[src/rtl/fifo_uart_tx_if.sv]
// ============================================================================
// Module  : fifo_uart_tx_if
// Brief   : FIFO read-port and UART serial-line signals of the FIFO UART sender.
// Revision: 1.0  initial release
// ============================================================================
`default_nettype none

interface fifo_uart_tx_if #(
    parameter int DATA_WIDTH = 8
);
    logic                  enable;
    logic                  rempty;
    logic [DATA_WIDTH-1:0] rdata;
    logic                  rd_en;
    logic                  tx;
    logic                  busy;
    logic                  done;

    // master: the transmitter itself; slave: FIFO / line observer side
    modport master (
        input  enable,
        input  rempty,
        input  rdata,
        output rd_en,
        output tx,
        output busy,
        output done
    );

    modport slave (
        output enable,
        output rempty,
        output rdata,
        input  rd_en,
        input  tx,
        input  busy,
        input  done
    );
endinterface

`default_nettype wire

[src/rtl/fifo_uart_tx.sv]
// ============================================================================
// Module  : fifo_uart_tx
// Brief   : Pops words from a fall-through FIFO read port and sends each as a
//           UART frame (start, LSB-first data, optional parity, 1-2 stop bits).
// Revision: 1.0  initial release
// ============================================================================
`default_nettype none

module fifo_uart_tx #(
    parameter int DATA_WIDTH   = 8,
    parameter int CLKS_PER_BIT = 4,
    parameter int PARITY       = 0,
    parameter int STOP_BITS    = 1
) (
    input  wire logic      i_clk,
    input  wire logic      i_rst,
    fifo_uart_tx_if.master bus
);

    localparam int c_BAUD_W = $clog2(CLKS_PER_BIT);
    localparam int c_BIT_W  = $clog2(DATA_WIDTH + 1);

    localparam logic [c_BAUD_W-1:0] c_BAUD_LAST = c_BAUD_W'(CLKS_PER_BIT - 1);
    localparam logic [c_BIT_W-1:0]  c_DATA_LAST = c_BIT_W'(DATA_WIDTH - 1);
    localparam logic [c_BIT_W-1:0]  c_STOP_LAST = c_BIT_W'(STOP_BITS - 1);

    typedef enum logic [2:0] {
        ST_IDLE   = 3'd0,
        ST_START  = 3'd1,
        ST_DATA   = 3'd2,
        ST_PARITY = 3'd3,
        ST_STOP   = 3'd4
    } state_t;

    state_t                r_state;
    logic [c_BAUD_W-1:0]   r_baud;
    logic [c_BIT_W-1:0]    r_bit;
    logic [DATA_WIDTH-1:0] r_shift;
    logic                  r_par;
    logic                  r_tx;

    state_t                w_state_next;
    logic [c_BAUD_W-1:0]   w_baud_next;
    logic [c_BIT_W-1:0]    w_bit_next;
    logic [DATA_WIDTH-1:0] w_shift_next;
    logic                  w_par_next;
    logic                  w_tx_next;

    logic                  w_bit_end;
    logic                  w_last_stop;
    logic                  w_take;
    logic                  w_word_parity;

    assign w_bit_end     = (r_baud == c_BAUD_LAST);
    assign w_last_stop   = (r_state == ST_STOP) && w_bit_end && (r_bit == c_STOP_LAST);
    assign w_take        = !i_rst && bus.enable && !bus.rempty &&
                           ((r_state == ST_IDLE) || w_last_stop);
    assign w_word_parity = (PARITY == 2) ? ~^bus.rdata : ^bus.rdata;

    always_comb begin
        w_state_next = r_state;
        w_baud_next  = r_baud;
        w_bit_next   = r_bit;
        w_shift_next = r_shift;
        w_par_next   = r_par;
        w_tx_next    = r_tx;

        if (r_state != ST_IDLE) begin
            w_baud_next = w_bit_end ? '0 : r_baud + 1'b1;
        end

        // r_tx is loaded with the level of the bit that starts next cycle
        case (r_state)
            ST_IDLE: begin
                w_tx_next   = 1'b1;
                w_baud_next = '0;
                w_bit_next  = '0;
            end
            ST_START: begin
                if (w_bit_end) begin
                    w_state_next = ST_DATA;
                    w_bit_next   = '0;
                    w_tx_next    = r_shift[0];
                end
            end
            ST_DATA: begin
                if (w_bit_end) begin
                    if (r_bit == c_DATA_LAST) begin
                        w_bit_next = '0;
                        if (PARITY != 0) begin
                            w_state_next = ST_PARITY;
                            w_tx_next    = r_par;
                        end else begin
                            w_state_next = ST_STOP;
                            w_tx_next    = 1'b1;
                        end
                    end else begin
                        w_bit_next   = r_bit + 1'b1;
                        w_shift_next = r_shift >> 1;
                        w_tx_next    = w_shift_next[0];
                    end
                end
            end
            ST_PARITY: begin
                if (w_bit_end) begin
                    w_state_next = ST_STOP;
                    w_bit_next   = '0;
                    w_tx_next    = 1'b1;
                end
            end
            ST_STOP: begin
                if (w_bit_end) begin
                    if (r_bit == c_STOP_LAST) begin
                        w_state_next = ST_IDLE;
                        w_bit_next   = '0;
                    end else begin
                        w_bit_next   = r_bit + 1'b1;
                    end
                    w_tx_next = 1'b1;
                end
            end
            default: begin
                w_state_next = ST_IDLE;
                w_baud_next  = '0;
                w_bit_next   = '0;
                w_tx_next    = 1'b1;
            end
        endcase

        // A pop overrides the stop-to-idle path, giving gap-free streaming
        if (w_take) begin
            w_state_next = ST_START;
            w_shift_next = bus.rdata;
            w_par_next   = w_word_parity;
            w_baud_next  = '0;
            w_bit_next   = '0;
            w_tx_next    = 1'b0;
        end
    end

    always_ff @(posedge i_clk) begin
        if (i_rst) begin
            r_state <= ST_IDLE;
            r_baud  <= '0;
            r_bit   <= '0;
            r_shift <= '0;
            r_par   <= 1'b0;
            r_tx    <= 1'b1;
        end else begin
            r_state <= w_state_next;
            r_baud  <= w_baud_next;
            r_bit   <= w_bit_next;
            r_shift <= w_shift_next;
            r_par   <= w_par_next;
            r_tx    <= w_tx_next;
        end
    end

    assign bus.rd_en = w_take;
    assign bus.tx    = r_tx;
    assign bus.busy  = (r_state != ST_IDLE);
    assign bus.done  = w_last_stop;

endmodule

`default_nettype wire
[src/flat_wrapper.sv]
// flat-port wrapper written by rule: the top's interface ports become plain ports
module fifo_uart_tx_flat 
#(
    parameter int DATA_WIDTH   = 8,
    parameter int CLKS_PER_BIT = 4,
    parameter int PARITY       = 0,
    parameter int STOP_BITS    = 1
)
  (i_clk, i_rst, bus_enable, bus_rempty, bus_rdata, bus_rd_en, bus_tx, bus_busy, bus_done);
  fifo_uart_tx_if #(.DATA_WIDTH(DATA_WIDTH)) bus_i ();
  input  wire logic i_clk;
  input  wire logic i_rst;
  input wire logic [$bits(bus_i.enable)-1:0] bus_enable;
  input wire logic [$bits(bus_i.rempty)-1:0] bus_rempty;
  input wire logic [$bits(bus_i.rdata)-1:0] bus_rdata;
  output wire logic [$bits(bus_i.rd_en)-1:0] bus_rd_en;
  output wire logic [$bits(bus_i.tx)-1:0] bus_tx;
  output wire logic [$bits(bus_i.busy)-1:0] bus_busy;
  output wire logic [$bits(bus_i.done)-1:0] bus_done;
  assign bus_i.enable = bus_enable;
  assign bus_i.rempty = bus_rempty;
  assign bus_i.rdata = bus_rdata;
  assign bus_rd_en = bus_i.rd_en;
  assign bus_tx = bus_i.tx;
  assign bus_busy = bus_i.busy;
  assign bus_done = bus_i.done;
  fifo_uart_tx #(.DATA_WIDTH(DATA_WIDTH), .CLKS_PER_BIT(CLKS_PER_BIT), .PARITY(PARITY), .STOP_BITS(STOP_BITS)) u_core (.i_clk(i_clk), .i_rst(i_rst), .bus(bus_i));
endmodule
[config.mk]
export PLATFORM = sky130hd
export DESIGN_NAME = fifo_uart_tx_flat
export DESIGN_NICKNAME = d
export VERILOG_FILES = /design/src/rtl/fifo_uart_tx_if.sv /design/src/rtl/fifo_uart_tx.sv /design/src/flat_wrapper.sv
export SDC_FILE = /design/constraint.sdc
export NUM_CORES = 1
export LEC_CHECK = 0
export ABC_AREA = 0
export CORE_MARGIN = 10
export CORE_UTILIZATION = 29
export DETAILED_ROUTE_END_ITERATION = 8
export GPL_TIMING_DRIVEN = 0
export PLACE_DENSITY_LB_ADDON = 0.08
export SLEW_MARGIN = 20
export SYNTH_ARGS = -nofsm -noshare
export SYNTH_HDL_FRONTEND = slang
export SYNTH_SLANG_ARGS = --single-unit
[constraint.sdc]
create_clock -name i_clk -period 3.21 [get_ports i_clk]
set_clock_uncertainty 0.05 [all_clocks]
set_input_delay 0.642 -clock i_clk [delete_from_list [all_inputs] [get_ports i_clk]]
set_output_delay 0.642 -clock i_clk [all_outputs]
set_load 0.1 [all_outputs]
### Word-level counts from Yosys, hierarchy flattened

Cells that the tools add are included.

| word-level totals | value |
|---|---|
| bits in registers | 18 |
| input port bits | 12 |
| output and inout port bits | 4 |
| word-level logic and storage cells | 80 |

| cells by class | value |
|---|---|
| muxes and demuxes | 25 |
| eq/ne operators | 22 |
| add/subtract/negate cells | 2 |
| bitwise logic cells | 2 |
| reduce and logical (&&, ||, !) cells | 23 |

Operator list:

| operator | count |
|---|---|
| two-way mux 8 bit | 4 |
| two-way mux 4 bit | 5 |
| two-way mux 3 bit | 6 |
| inequality test 3 x 2 -> 1 bit (second input constant) | 5 |
| case mux 3 bit (5 select lines) | 1 |
| AND reduction 7 bit | 2 |
| inequality test 2 x 1 -> 1 bit (second input constant) | 6 |
| case mux 4 bit (3 select lines) | 1 |
| AND reduction 3 bit | 3 |
| == test 3 x 2 -> 1 bit (second input constant) | 2 |
| two-way mux 1 bit | 6 |
| inequality test 2 bit (second input constant) | 3 |
| OR reduction 2 bit | 3 |
| logical AND 1 bit | 5 |
| adder 4 x 1 -> 4 bit (second input constant) | 1 |
| == test 4 x 3 -> 1 bit (second input constant) | 1 |
| zero test 4 bit | 1 |
| nonzero test 2 bit | 2 |
| OR reduction 4 bit | 1 |
| == test 3 x 1 -> 1 bit (second input constant) | 1 |
| == test 3 bit (second input constant) | 1 |
| zero test 3 bit | 1 |
| inequality test 3 x 1 -> 1 bit (second input constant) | 1 |
| inequality test 3 bit (second input constant) | 1 |
| other kinds (9) | 11 |

### Logic depth before layout (Yosys ltp)

Gate-level depths: netlist (run 1).

| depth | value |
|---|---|
| depth in word-level cells | 7 |
| gate-level depth with buffers | 7 |
| gate-level depth less buffers | 6 |

### Worst setup path before layout (run 1)

OpenSTA, ideal clock, no wires.

| path | value |
|---|---|
| kind | register -> output |
| start | reg u_core.r_baud[0] |
| end | out bus_done |
| required time | 2518 ps |
| setup slack | -1047 ps |
| stages on the path, launching flop included | 5 |
| arrival | 3565 ps |
| buffers on the path | 1 |
| cell sequence | dfxtp_1 ha_1 buf_2 nand4bb_1 nor4_1 |

| between the ends | value |
|---|---|
| cells in the longest elaborated chain, start to end | 3 |

Ends and longest elaborated chain:

| what | RTL line | text |
|---|---|---|
| from (decl) | fifo_uart_tx.sv:36 | `logic [c_BAUD_W-1:0] r_baud;` |
| from (signal assigned) | fifo_uart_tx.sv:151 | `r_baud <= w_baud_next;` |
| == test 2 bit | fifo_uart_tx.sv:54 | `assign w_bit_end = (r_baud == c_BAUD_LAST);` |
| logical AND 1 bit (2 in a row) | fifo_uart_tx.sv:55 | `assign w_last_stop = (r_state == ST_STOP) && w_bit_end && (r_bit == c_STOP_LAST);` |
| to (decl) | flat_wrapper.sv:19 | `output wire logic [$bits(bus_i.done)-1:0] bus_done;` |

Every way passes these cells.

### Worst setup path after layout (run 1)

| path | value |
|---|---|
| start | in bus_rempty |
| end | out bus_rd_en |

| between the ends | value |
|---|---|
| cells in the longest elaborated chain, start to end | 3 |

Ends and longest elaborated chain:

| what | RTL line | text |
|---|---|---|
| from (decl) | flat_wrapper.sv:14 | `input wire logic [$bits(bus_i.rempty)-1:0] bus_rempty;` |
| zero test 1 bit | fifo_uart_tx.sv:56 | `assign w_take = !i_rst && bus.enable && !bus.rempty &&` |
| logical AND 1 bit (2 in a row) | fifo_uart_tx.sv:56 |  |
| to (decl) | flat_wrapper.sv:16 | `output wire logic [$bits(bus_i.rd_en)-1:0] bus_rd_en;` |

Every way passes these cells.

==> summary.md, run 1 <==
| Metric | Value |
|---|---|
| Worst-margin pin slew | `roughly 1 ns` |
| Netlist Area Pre-Place | `approximately 1000 um^2` |
| Min Hold Slack | `around 0.39 ns` |
| Clock-pin slew on the worst setup and hold paths | `~0.11 ns` |
| Die W | `just under 80 um` |
| WP data required | `roughly 2.5 ns` |
| Peak fanout along the critical path | `10` |
| Gp weighted congestion | `0.782` |
| Min-Delay Path Class | `flip-flop to flip-flop` |
| Placed cell area | `about 1200 um^2` |
| Antenna fix cells | `0` |
| Multi-input logic area | `roughly 570 um^2` |
| Slowest cell on crit path | `clkdlybuf4s50_1` |
| H-tree levels | `1` |
| Routed wire length | `around 2300 um` |
| Core area | `about 3300 um^2` |
| Critical path's top delay family | `buffers and inverters` |
| Pre-CTS WS | `-0.540 ns` |
| Leak | `0.471 nW` |
| Die area | `6090 um^2` |
| Synth-to-layout area growth | `25.0%` |
| I/O Pins | `16` |
| Crit start category | `input port` |
| RSZ-0062 raised after global routing | `no` |
| Max Root-Sink Buffers | `2` |
| Asr flop ratio synth | `0%` |
| Sequential fraction of the synthesis area | `between 30% and 40%` |
| Fillers | `360` |
| Worst path max stage delay | `around 0.44 ns` |
| Global-route wire length before repair | `a little under 4000 um` |
| Final Hold Viols | `0` |
| CP Capture Type | `output port` |
| CP Buf/Inv Count | `4` |
| Crit path arrival time | `2.32 ns` |
| Fmax | `roughly 0.33 GHz` |
| Final setup violation count | `0` |
| PwrDens | `about 360 nW/um^2` |
| EDFF count, synth | `0` |
| Reg area | `360 um^2` |
| Cell row count | `21` |
| Worst slew margin | `between 30% and 40%` |
| Worst-path cell chain | `clkdlybuf4s50_1, nor4b_4, o211ai_4, buf_2, inv_2, buf_2` |
| Status | `completed` |
| Final setup TNS | `0 ns` |
| Number of buffers created by CTS | `3` |
| Pin count of the biggest net entering global routing | `11` |
| Cts hold-fix bufs | `0` |
| Synth Warn # | `0` |
| Global route overflow | `0` |
| Post-detailed-route count of antenna-violating nets | `0` |
| PortBufs | `15` |
| Synth unique cells | `36` |
| Worst skew pair latency | `0.29 ns` |
| Clock sinks | `18` |
| Synthesis-stage register bit count | `18` |
| Post-CTS Repair Setup Buffers | `0` |
| Root buffer cell | `clkbuf_4` |
| Post-DP HPWL | `1750 um` |
| Die Y | `approximately 78 um` |
| Remaining DRCs | `0` |
| Layout cells sized above 1 | `a little over a tenth` |
| Worst Path Class, Setup | `input port to output port` |
| Post-layout min period | `between 3 and 4 ns` |
| Final net count | `144` |
| Setup slack after layout | `slightly below 0.2 ns` |
| Gate Count Post-Synth | `~110` |
| Fin util | `37.1%` |
| Post-route cell area | `1220 um^2` |
| Max Slew Vio Count | `0` |
| Vias in the first global route | `around 840` |
| Syn_area_per_cell | `between 8 and 9 um^2` |
| Drt first pass iters | `4` |
| Initial antenna violation count | `0` |
| CP dominant cell by count | `buf_2` |
| Max IR drop VDD | `roughly 0.00014 V` |
| Starting density of the core | `roughly 30%` |
| CTS tree | `done` |
| Detailed Route Iter0 Violations | `82` |
| GR Util All Layers | `about 7.7%` |
| Post-Syn Nets | `between 100 and 150` |
| Max Cap Viol | `0` |
| Vias | `about 850` |
| Top FF cell, synth | `dfxtp_1` |
| Vias per inst | `slightly below 5` |
| Fin crit share | `93.9%` |
| Wirelength per Cell | `13.4 um` |
cells in the final DEF, fill, tap and decap left out, drive strengths merged, types with 2 or more instances in the layout:
cell           synthesis  layout
a211oi                 7       7
a21oi                  7       7
buf                    4       5
clkbuf                 2       6
clkdlybuf4s50          0      13
dfxtp                 18      18
ha                     3       3
inv                    6       6
mux2i                  7       7
nand2                  4       4
nand3                  7       7
nor2                  12      12
nor3                   2       2
nor3b                  6       6
nor4                   2       2
nor4b                  2       2
o211ai                 2       2
o21ai                  3       3
or3                    2       2
cell families after synthesis:
group / share of synthesized area (%)
AO/OA/AOI/OAI: 17.7
XOR/XNOR: 0.898
buffers and inverters: 5.77
adder cells (fa/ha/maj): 3.85
multiplexers: 7.18
flip-flops: 36.9
AND/OR/NAND/NOR: 27.7
repair_timing:
action                                  CTS  global route
endpoints found under the setup margin    2             1
resized for setup                         4             2
endpoints found under the hold margin     0             0
layer usage:
metal  vias up  share of wire (%)  wire length (um)  global-route usage (%)
li1        442                  -                 -                       -
met1       389                 52              1210                    10.4
met2        14                 43              1010                    11.3
met3         2                4.0                94                    2.16
met4         0               0.86                20                    3.23
met5         -                  0                 0                       0
area by class of cell:
type	instances	share of cell area, %
buffer	6	2.77
clock buffer	4	2.97
inverter	6	1.85
multi-input combinational	79	46.4
sequential	18	29.5
tap	46	4.72
timing repair buffer	15	11.8
per-stage QoR:
stage	instances	total power, mW
2_1_floorplan	109	0.272
3_3_place_gp	170	0.296
3_5_place_dp	170	0.297
4_1_cts	174	0.445
5_1_grt	174	0.460
6_report	174	0.435
path summary, 6_finish.rpt:
check / slack (ns) / end / from / depth (start not counted)
max reg2reg: 1.37 / u_core.r_shift[6] / u_core.r_bit[0] / 6
max: 0.20 / bus_rd_en / bus_rempty / 6
min reg2reg: 0.39 / u_core.r_baud[0] / u_core.r_baud[0] / 1
min: 0.39 / u_core.r_baud[0] / u_core.r_baud[0] / 1
flip-flops by register name (all words and copies together) (netlist names):
name and count:
u_core.r_baud 2, u_core.r_shift 8, u_core.r_bit 4, u_core.bus.tx 1, u_core.r_state 3
power breakdown:
| part | switching, mW | internal, mW | total (mW) |
|---|---|---|---|
| Sequential | 0.00426 | 0.230 | 0.234 |
| Combinational | 0.0320 | 0.0246 | 0.0567 |
| Clock | 0.0752 | 0.0691 | 0.144 |
| Total | 0.111 | 0.324 | 0.435 |
synth_stat cells (2+ instances only):
master    instances  area (um^2)
a211oi_1          7         52.6
a21oi_1           7         35.0
buf_2             3         15.0
clkbuf_1          2         7.51
dfxtp_1          18          360
ha_1              3         37.5
inv_1             5         18.8
mux2i_1           7         70.1
nand2_1           4         15.0
nand3_1           7         35.0
nor2_1           12         45.0
nor3_1            2         10.0
nor3b_1           6         45.0
nor4_1            2         12.5
o21ai_1           2         10.0
or3_1             2         12.5
No activity file was read; power rests on OpenSTA's default activity.
==> run 2, diff against run 1 <==
Settings changed: CAP_MARGIN set to 20.
==> results of run 2 <==
The final DEF is identical to that of run 1; final timing and power are the same.
